### src/rtl/fetch_decode_queue_if.sv
// Valid/ready channel carrying one fetched instruction with its prediction metadata.
// The fetch-to-queue and queue-to-decode sides each use one instance.
interface fetch_decode_queue_if #(
  parameter int unsigned W_PC  = 32,
  parameter int unsigned W_PHT = 10
);
  logic             valid;
  logic             ready;
  logic [31:0]      insn;
  logic [W_PC-1:0]  pc;
  logic             pred;
  logic [W_PHT-1:0] pht_idx;
  logic [W_PC-1:0]  pred_target;

  modport master (
    output valid, insn, pc, pred, pht_idx, pred_target,
    input  ready
  );

  modport slave (
    input  valid, insn, pc, pred, pht_idx, pred_target,
    output ready
  );
endinterface

### src/rtl/fetch_decode_queue.sv
// Circular FIFO between instruction fetch and decode. The head entry is shown
// to decode straight from storage, and a flush drains every entry.
module fetch_decode_queue #(
  parameter int unsigned LG_DEPTH = 3,
  parameter int unsigned W_PC     = 32,
  parameter int unsigned W_PHT    = 10
) (
  input  logic                  clk,
  input  logic                  reset_n,
  input  logic                  flush,
  fetch_decode_queue_if.slave   enq,
  fetch_decode_queue_if.master  deq,
  output logic [LG_DEPTH:0]     occupancy,
  output logic [31:0]           full_cycles
);

  localparam int unsigned DEPTH = 1 << LG_DEPTH;
  localparam int unsigned PW    = LG_DEPTH + 1;

  typedef struct packed {
    logic [31:0]      insn;
    logic [W_PC-1:0]  pc;
    logic             pred;
    logic [W_PHT-1:0] pht_idx;
    logic [W_PC-1:0]  pred_target;
  } entry_t;

  entry_t        mem [DEPTH];
  logic [PW-1:0] head, tail, head_n, tail_n;
  logic [PW-1:0] occupancy_n;
  logic          in_ready_q, out_valid_q;
  logic          in_ready_n, out_valid_n;
  logic          enq_fire, deq_fire;
  logic [31:0]   full_cycles_n;

  assign enq_fire = enq.valid && in_ready_q && !flush;
  assign deq_fire = out_valid_q && deq.ready && !flush;

  // Next pointers, counts and flags; handshake flags derive from next state only
  always_comb begin
    head_n        = head;
    tail_n        = tail;
    occupancy_n   = occupancy;
    full_cycles_n = full_cycles;
    if (flush) begin
      head_n      = '0;
      tail_n      = '0;
      occupancy_n = '0;
    end else begin
      if (enq_fire) tail_n = tail + PW'(1);
      if (deq_fire) head_n = head + PW'(1);
      if (enq_fire && !deq_fire)      occupancy_n = occupancy + PW'(1);
      else if (!enq_fire && deq_fire) occupancy_n = occupancy - PW'(1);
      if (enq.valid && !in_ready_q && full_cycles != 32'hFFFF_FFFF)
        full_cycles_n = full_cycles + 32'd1;
    end
    out_valid_n = (head_n != tail_n);
    in_ready_n  = !((head_n[LG_DEPTH] != tail_n[LG_DEPTH]) &&
                    (head_n[LG_DEPTH-1:0] == tail_n[LG_DEPTH-1:0]));
  end

  always_ff @(posedge clk or negedge reset_n) begin
    if (!reset_n) begin
      head        <= '0;
      tail        <= '0;
      occupancy   <= '0;
      full_cycles <= '0;
      in_ready_q  <= 1'b1;
      out_valid_q <= 1'b0;
    end else begin
      head        <= head_n;
      tail        <= tail_n;
      occupancy   <= occupancy_n;
      full_cycles <= full_cycles_n;
      in_ready_q  <= in_ready_n;
      out_valid_q <= out_valid_n;
    end
  end

  // Entry storage is not reset; contents only matter while valid
  always_ff @(posedge clk) begin
    if (enq_fire) begin
      mem[tail[LG_DEPTH-1:0]] <= '{insn:        enq.insn,
                                   pc:          enq.pc,
                                   pred:        enq.pred,
                                   pht_idx:     enq.pht_idx,
                                   pred_target: enq.pred_target};
    end
  end

  assign enq.ready       = in_ready_q;
  assign deq.valid       = out_valid_q;
  assign deq.insn        = mem[head[LG_DEPTH-1:0]].insn;
  assign deq.pc          = mem[head[LG_DEPTH-1:0]].pc;
  assign deq.pred        = mem[head[LG_DEPTH-1:0]].pred;
  assign deq.pht_idx     = mem[head[LG_DEPTH-1:0]].pht_idx;
  assign deq.pred_target = mem[head[LG_DEPTH-1:0]].pred_target;

endmodule

### src/flat_wrapper.sv
// flat-port wrapper written by rule: the top's interface ports become plain ports
module fetch_decode_queue_flat 
#(
  parameter int unsigned LG_DEPTH = 3,
  parameter int unsigned W_PC     = 32,
  parameter int unsigned W_PHT    = 10
)
  (clk, reset_n, flush, occupancy, full_cycles, enq_valid, enq_insn, enq_pc, enq_pred, enq_pht_idx, enq_pred_target, enq_ready, deq_valid, deq_insn, deq_pc, deq_pred, deq_pht_idx, deq_pred_target, deq_ready);
  fetch_decode_queue_if #(.W_PC(W_PC), .W_PHT(W_PHT)) enq_i ();
  fetch_decode_queue_if #(.W_PC(W_PC), .W_PHT(W_PHT)) deq_i ();
  input  logic clk;
  input  logic reset_n;
  input  logic flush;
  output logic [LG_DEPTH:0] occupancy;
  output logic [31:0] full_cycles;
  input wire logic [$bits(enq_i.valid)-1:0] enq_valid;
  input wire logic [$bits(enq_i.insn)-1:0] enq_insn;
  input wire logic [$bits(enq_i.pc)-1:0] enq_pc;
  input wire logic [$bits(enq_i.pred)-1:0] enq_pred;
  input wire logic [$bits(enq_i.pht_idx)-1:0] enq_pht_idx;
  input wire logic [$bits(enq_i.pred_target)-1:0] enq_pred_target;
  output wire logic [$bits(enq_i.ready)-1:0] enq_ready;
  output wire logic [$bits(deq_i.valid)-1:0] deq_valid;
  output wire logic [$bits(deq_i.insn)-1:0] deq_insn;
  output wire logic [$bits(deq_i.pc)-1:0] deq_pc;
  output wire logic [$bits(deq_i.pred)-1:0] deq_pred;
  output wire logic [$bits(deq_i.pht_idx)-1:0] deq_pht_idx;
  output wire logic [$bits(deq_i.pred_target)-1:0] deq_pred_target;
  input wire logic [$bits(deq_i.ready)-1:0] deq_ready;
  assign enq_i.valid = enq_valid;
  assign enq_i.insn = enq_insn;
  assign enq_i.pc = enq_pc;
  assign enq_i.pred = enq_pred;
  assign enq_i.pht_idx = enq_pht_idx;
  assign enq_i.pred_target = enq_pred_target;
  assign enq_ready = enq_i.ready;
  assign deq_valid = deq_i.valid;
  assign deq_insn = deq_i.insn;
  assign deq_pc = deq_i.pc;
  assign deq_pred = deq_i.pred;
  assign deq_pht_idx = deq_i.pht_idx;
  assign deq_pred_target = deq_i.pred_target;
  assign deq_i.ready = deq_ready;
  fetch_decode_queue #(.LG_DEPTH(LG_DEPTH), .W_PC(W_PC), .W_PHT(W_PHT)) u_core (.clk(clk), .reset_n(reset_n), .flush(flush), .enq(enq_i), .deq(deq_i), .occupancy(occupancy), .full_cycles(full_cycles));
endmodule
### config.mk
export PLATFORM = sky130hd
export DESIGN_NAME = fetch_decode_queue_flat
export DESIGN_NICKNAME = d
export VERILOG_FILES = /design/src/rtl/fetch_decode_queue_if.sv /design/src/rtl/fetch_decode_queue.sv /design/src/flat_wrapper.sv
export SDC_FILE = /design/constraint.sdc
export NUM_CORES = 1
export LEC_CHECK = 0
export ABC_AREA = 1
export BUFFER_PORTS_ARGS = -buffer_cell sky130_fd_sc_hd__buf_2
export CAP_MARGIN = 20
export CORE_UTILIZATION = 60
export CTS_CLUSTER_SIZE = 24
export DETAILED_ROUTE_END_ITERATION = 8
export PLACE_DENSITY = 0.8
export SLEW_MARGIN = 25
export SYNTH_ARGS = -nofsm -noshare
export SYNTH_HDL_FRONTEND = slang
export SYNTH_SLANG_ARGS = --single-unit
### constraint.sdc
create_clock -name clk -period 6.92 [get_ports clk]
set_clock_uncertainty 0.1 [all_clocks]
set_input_delay 0.692 -clock clk [delete_from_list [all_inputs] [get_ports clk]]
set_output_delay 0.692 -clock clk [all_outputs]
set_load 0.005 [all_outputs]
Yosys cells after proc, flatten, opt, wreduce, memory -nomap -nowiden
Memory sizes are Yosys's and may differ from the RTL's.
Cells that the tools add are included.

storage, ports and cells
  register bits after elaboration = 46
  memories = 1
  output and inout bits = 145
  bits in writable memories = 856

memories
  name        depth  width  read ports  clocked after memory_dff  wr ports  line                      source
  u_core.mem  8      107    1           0                         1         fetch_decode_queue.sv:28  entry_t mem [DEPTH];

operators by class
  reduce and logical (&&, ||, !) cells = 16
  mux-type cells = 9
  equal/unequal tests = 4
  add/subtract/negate cells = 5
  bitwise operators = 1

operators by type and width
  cell                                              number
  adder 32 x 1 -> 32 bit, second input constant     1
  inequality test 32 bit, second input constant     1
  two-way mux 4 bit                                 7
  adder 4 x 1 -> 4 bit, second input constant       3
  logical AND 1 bit                                 9
  logical NOT 1 bit                                 5
  inequality test 4 bit                             1
  subtractor 4 x 1 -> 4 bit, second input constant  1
  == test 3 bit                                     1
  nonzero test 3 bit                                1
  two-way mux 1 bit                                 2
  AND reduction 2 bit                               1
  inequality test 1 bit                             1
  inverter 1 bit                                    1

Longest topological paths before layout
  depth in word-level cells = 7
  gate-level depth with buffers = 12
  depth with buffers taken out = 11

Worst setup path after synthesis
OpenSTA, ideal clock, no wires.

  kind = input-to-reg
  start point = input port enq_valid
  end point = memory u_core.mem[1][0] (netlist bit) (enable)
  library setup time = 0.574 ns
  setup slack = 0.649 ns
  stages = 4
  arrival = 5.597 ns
  data required time = 6.246 ns
  buffers on the path = 0
  cell sequence = nand2_1 > nor2_2 > nand2_1 > nor2_1

on the way
  word-level cells in the longest chain between the ends = 4

ends and longest elaborated chain
  item                                     line                      source
  start: declaration                       flat_wrapper.sv:16        input wire logic [$bits(enq_i.valid)-1:0] enq_valid;
  logical AND 1 bit (2 in series)          fetch_decode_queue.sv:36  assign enq_fire = enq.valid && in_ready_q && !flush;
  two-way mux 1 bit                        fetch_decode_queue.sv:82  if (enq_fire) begin
  two-way mux 1 bit (not written as such)  fetch_decode_queue.sv:83  mem[tail[LG_DEPTH-1:0]] <= '{insn: enq.insn,
  end: declaration                         fetch_decode_queue.sv:28

No other way between the ends.

Final worst setup path
  start point = register u_core.head[0]
  end point = output port deq_insn[8]

on the way
  word-level cells in the longest chain between the ends = 1

ends and longest elaborated chain
  item                      line                      source
  start: declaration        fetch_decode_queue.sv:29  logic [PW-1:0] head, tail, head_n, tail_n;
  start signal: assignment  fetch_decode_queue.sv:71  head <= head_n;
  memory (8 x 107 bit)      n/a
  end: declaration          flat_wrapper.sv:24        output wire logic [$bits(deq_i.insn)-1:0] deq_insn;

No other way between the ends.

==> qor.csv <==
stage;metric;value;unit
grt;vias in the first global route;23510;
pwr;Pwr Density;305.1;nW/um^2
placed_design;Port Buf Inserts;256;
synth;yosys warns;0;
clocking;clock root cell;clkbuf_16;
pwr;Lkg Pwr;14.56;nW
finish;Final nets;3216;
pwr;switching pwr;3.032;mW
detailed_routing;TritonRoute pass-1 iters;6;
pwr;Comb pwr share;0.118;
hold_path;class of the worst hold path;input pin to async pin;
clocking;CTS sink cnt;902;
clocking;TritonCTS clock tree;built;
floorplanning;total core area;59020;um^2
finish;non-filler cells in the finished layout;3958;
floorplanning;Cell Rows;89;
setup_path;kind of critical path;register to output pin;
finish;Synth-to-Final Area Change;13.47;%
status;status;finished, final reports clean;
setup_path;startpoint types;register;
detailed_routing;DR WL/cell;21.61;um
setup_path;crit path from;u_core.head[0];
setup_path;CP max FO;217;
detailed_routing;DR iter-0 viols;2905;
setup_path;CP peak stage delay;0.97;ns
setup_path;Worst Setup End Kind;output pin;
timing;Final period util;0.6992;
grt;grt ovf;0;
finish;layout cells sized above 1;0.1372;
synth;Post-synth ARST share;0.05100;
grt;pin count of the biggest net entering global routing;245;
synth;Netlist cell types;31;
setup_path;reg2reg setup slack;3.67;ns
finish;final instance area;40630;um^2
timing;Slew HR;0.2430;
placed_design;dpl ws;2.878;ns
floorplanning;# IOs;257;
clocking;CTS Buf Count;89;
clocking;post-CTS setup buffer count;0;
synth;Synth Flop Type;edfxtp_1;
floorplanning;Die X;246.3;um
grt;first-pass GRT wire length;130.4;mm
synth;Synth Instances;2900;
pwr;Sw Share;0.2446;
floorplanning;Die Ht;246.3;um
job;max-cap violation count;0;
setup_path;worst-path cell chain;clkinv_8 > buf_12 > o21ai_1 > o22ai_1 > nand2_1 > nand2_1 > buf_2;
setup_path;slowest CP cell;dfrtp_4;
finish;filler instances;3891;
clocking;H-tree depth;3;
placed_design;placed cell area;37660;um^2
setup_path;RR Startpoint;u_core.enq.ready;
pwr;clock power share;0.387;
grt;GRT Total Usage;0.2807;
timing;RSZ-0062 raised after global routing;false;
detailed_routing;vias per inst;6.058;
timing;max-slew violation count;0;
placed_design;placed cells;3779;
synth;syn_nets;3018;
pwr;Pint;9.366;mW
synth;Seq cells post-synth;902;
floorplanning;die footprint;60660;um^2
detailed_routing;Post-route DRC;0;
setup_path;crit path to;deq_insn[8];
clocking;cts-stage hold buffer count;0;
grt;initial antenna violation count;21;
finish;final core occ;0.6885;
synth;sequential element share of the synthesized area;0.7500;
timing;fin crit period;4.839;ns
clocking;Reg clk slew, reported paths;0.06;ns
setup_path;capture point of the worst reg-to-reg path;u_core.mem[4][75];
detailed_routing;DR vias;23980;
setup_path;WP data required;6.13;ns
setup_path;FF-to-FF path depth;5;
pwr;Max VDD drop;229.0;uV
detailed_routing;drt total wl;85.55;mm
clocking;CTS resizes;0;
synth;mean post-synth cell area;12.35;um^2
floorplanning;Initial Util;0.6067;
setup_path;Crit path arrival time;4.05;ns
pwr;Total Power;12.40;mW
timing;final setup margin;2.081;ns
setup_path;Largest delay share family, worst path;buffers and inverters;
detailed_routing;antenna viol nets, final;0;
pwr;Reg power frac;0.495;
timing;f_max;206.7;MHz
placed_design;DP HPWL;43.17;mm
synth;Post-synth EDFFs;856;
synth;Post-Syn Area;35810;um^2
timing;setup_tns;0;ns
placed_design;Routability Congestion;0.9210;
clocking;Clock Path Buffers;3;
timing;Fin. Hold Viols;0;
setup_path;CP Buf/Inv Count;3;
setup_path;most frequent CP cell;nand2_1;
timing;measured slew at the worst slew-check pin;1.136;ns
timing;hold slack;0.06778;ns
timing;count of final setup violators;0;
clocking;clock latency on the worst-skew pair;0.63;ns
setup_path;Crit path depth;7;
[registers in the layout (all words and copies together), names as in the netlist]
signal and cells:
u_core.deq.valid 1, u_core.enq.ready 1, u_core.full_cycles 32, u_core.head 4, u_core.mem 856, u_core.occupancy 4, u_core.tail 4
[cell usage in the layout, fill, tap and decap left out, drive strengths merged]
master / Yosys / routed
edfxtp: 856 / 856
nand2: 570 / 570
nor2: 500 / 500
o21ai: 436 / 436
buf: 60 / 279
o22ai: 215 / 215
clkbuf: 112 / 109
dfrtp: 45 / 45
inv: 40 / 42
clkinv: 1 / 39
nand3: 22 / 22
diode: 0 / 14
nand3b: 14 / 14
bufinv: 0 / 10
xor2: 9 / 9
xnor2: 6 / 6
ha: 5 / 5
clkinvlp: 0 / 5
nand4: 4 / 4
a21oi: 2 / 2
nor3: 1 / 1
fa: 1 / 1
dfstp: 1 / 1
[Yosys cell counts (2+ instances only)]
| library cell | n | share of area |
|---|---|---|
| o22ai_1 | 215 | 0.038 |
| xor2_1 | 9 | 0.0022 |
| nor2_4 | 2 | 0.00063 |
| a21oi_1 | 2 | 0.00028 |
| nor2_1 | 497 | 0.052 |
| buf_4 | 6 | 0.0013 |
| clkbuf_1 | 112 | 0.012 |
| dfrtp_1 | 45 | 0.031 |
| nand3b_1 | 14 | 0.0029 |
| buf_6 | 3 | 0.00094 |
| nand2_1 | 566 | 0.059 |
| buf_2 | 42 | 0.0059 |
| ha_1 | 5 | 0.0017 |
| nand3_1 | 21 | 0.0029 |
| edfxtp_1 | 856 | 0.72 |
| o21ai_1 | 109 | 0.015 |
| nand2_2 | 3 | 0.00052 |
| xnor2_1 | 6 | 0.0015 |
| o21ai_0 | 327 | 0.046 |
| nand4_1 | 4 | 0.00070 |
| buf_1 | 9 | 0.00094 |
| inv_2 | 5 | 0.00052 |
| inv_1 | 34 | 0.0036 |
[routing by layer]
metal	track usage	vias up	part of all wire
met2	0.4578	1292	0.49
met1	0.3748	11670	0.39
met4	0.1118	20	0.024
met3	0.05338	164	0.094
met5	0	-	0.0015
li1	-	10830	-
[worst register-to-register path, stage by stage (launching register included)]
cell     delay, ns
dfstp_2       0.61
nand2_1       0.19
nor2_2        0.27
nand2_1       0.30
nor2_4        0.61
buf_4         0.74
[power groups by stage]
stage	combinational [mW]	clock [mW]	sequential, mW
2_1_floorplan	0.911	0	6.21
3_3_place_gp	1.38	0	6.24
3_5_place_dp	1.44	0	6.25
4_1_cts	1.45	4.85	6.13
5_1_grt	1.62	5.08	6.14
6_report	1.46	4.80	6.14
[final cells by class]
class	count	area [um^2]	area share
flip-flops and latches	902	26870	0.6612
multi-input cells	1785	8103	0.1994
clock buffers	109	2387	0.05875
repair buffers	279	1565	0.03852
well taps	773	967.2	0.02380
clock inverters	55	525.5	0.01293
inverters	41	181.4	0.004465
diodes	14	35.03	0.0008622
[worst min-delay path by stage]
stage	end	slack, ns
finish	u_core.occupancy[0]	0.07
global route	u_core.occupancy[0]	0.10
CTS	u_core.occupancy[0]	0.07
detailed placement	u_core.occupancy[0]	0.40
global placement	u_core.occupancy[0]	0.40
floorplan	u_core.deq.valid	0.30
[cell families after synthesis]
group,Yosys count,share of synthesized area
AOI/OAI and AO/OA,653,0.09878
xor gates and xnor gates,15,0.003669
adders and majority gates,6,0.002306
buffers and inverters,213,0.02516
DFF,902,0.7500
and+or+nand+nor,1111,0.1201
Note: power is estimated with default switching activity, not from simulation.
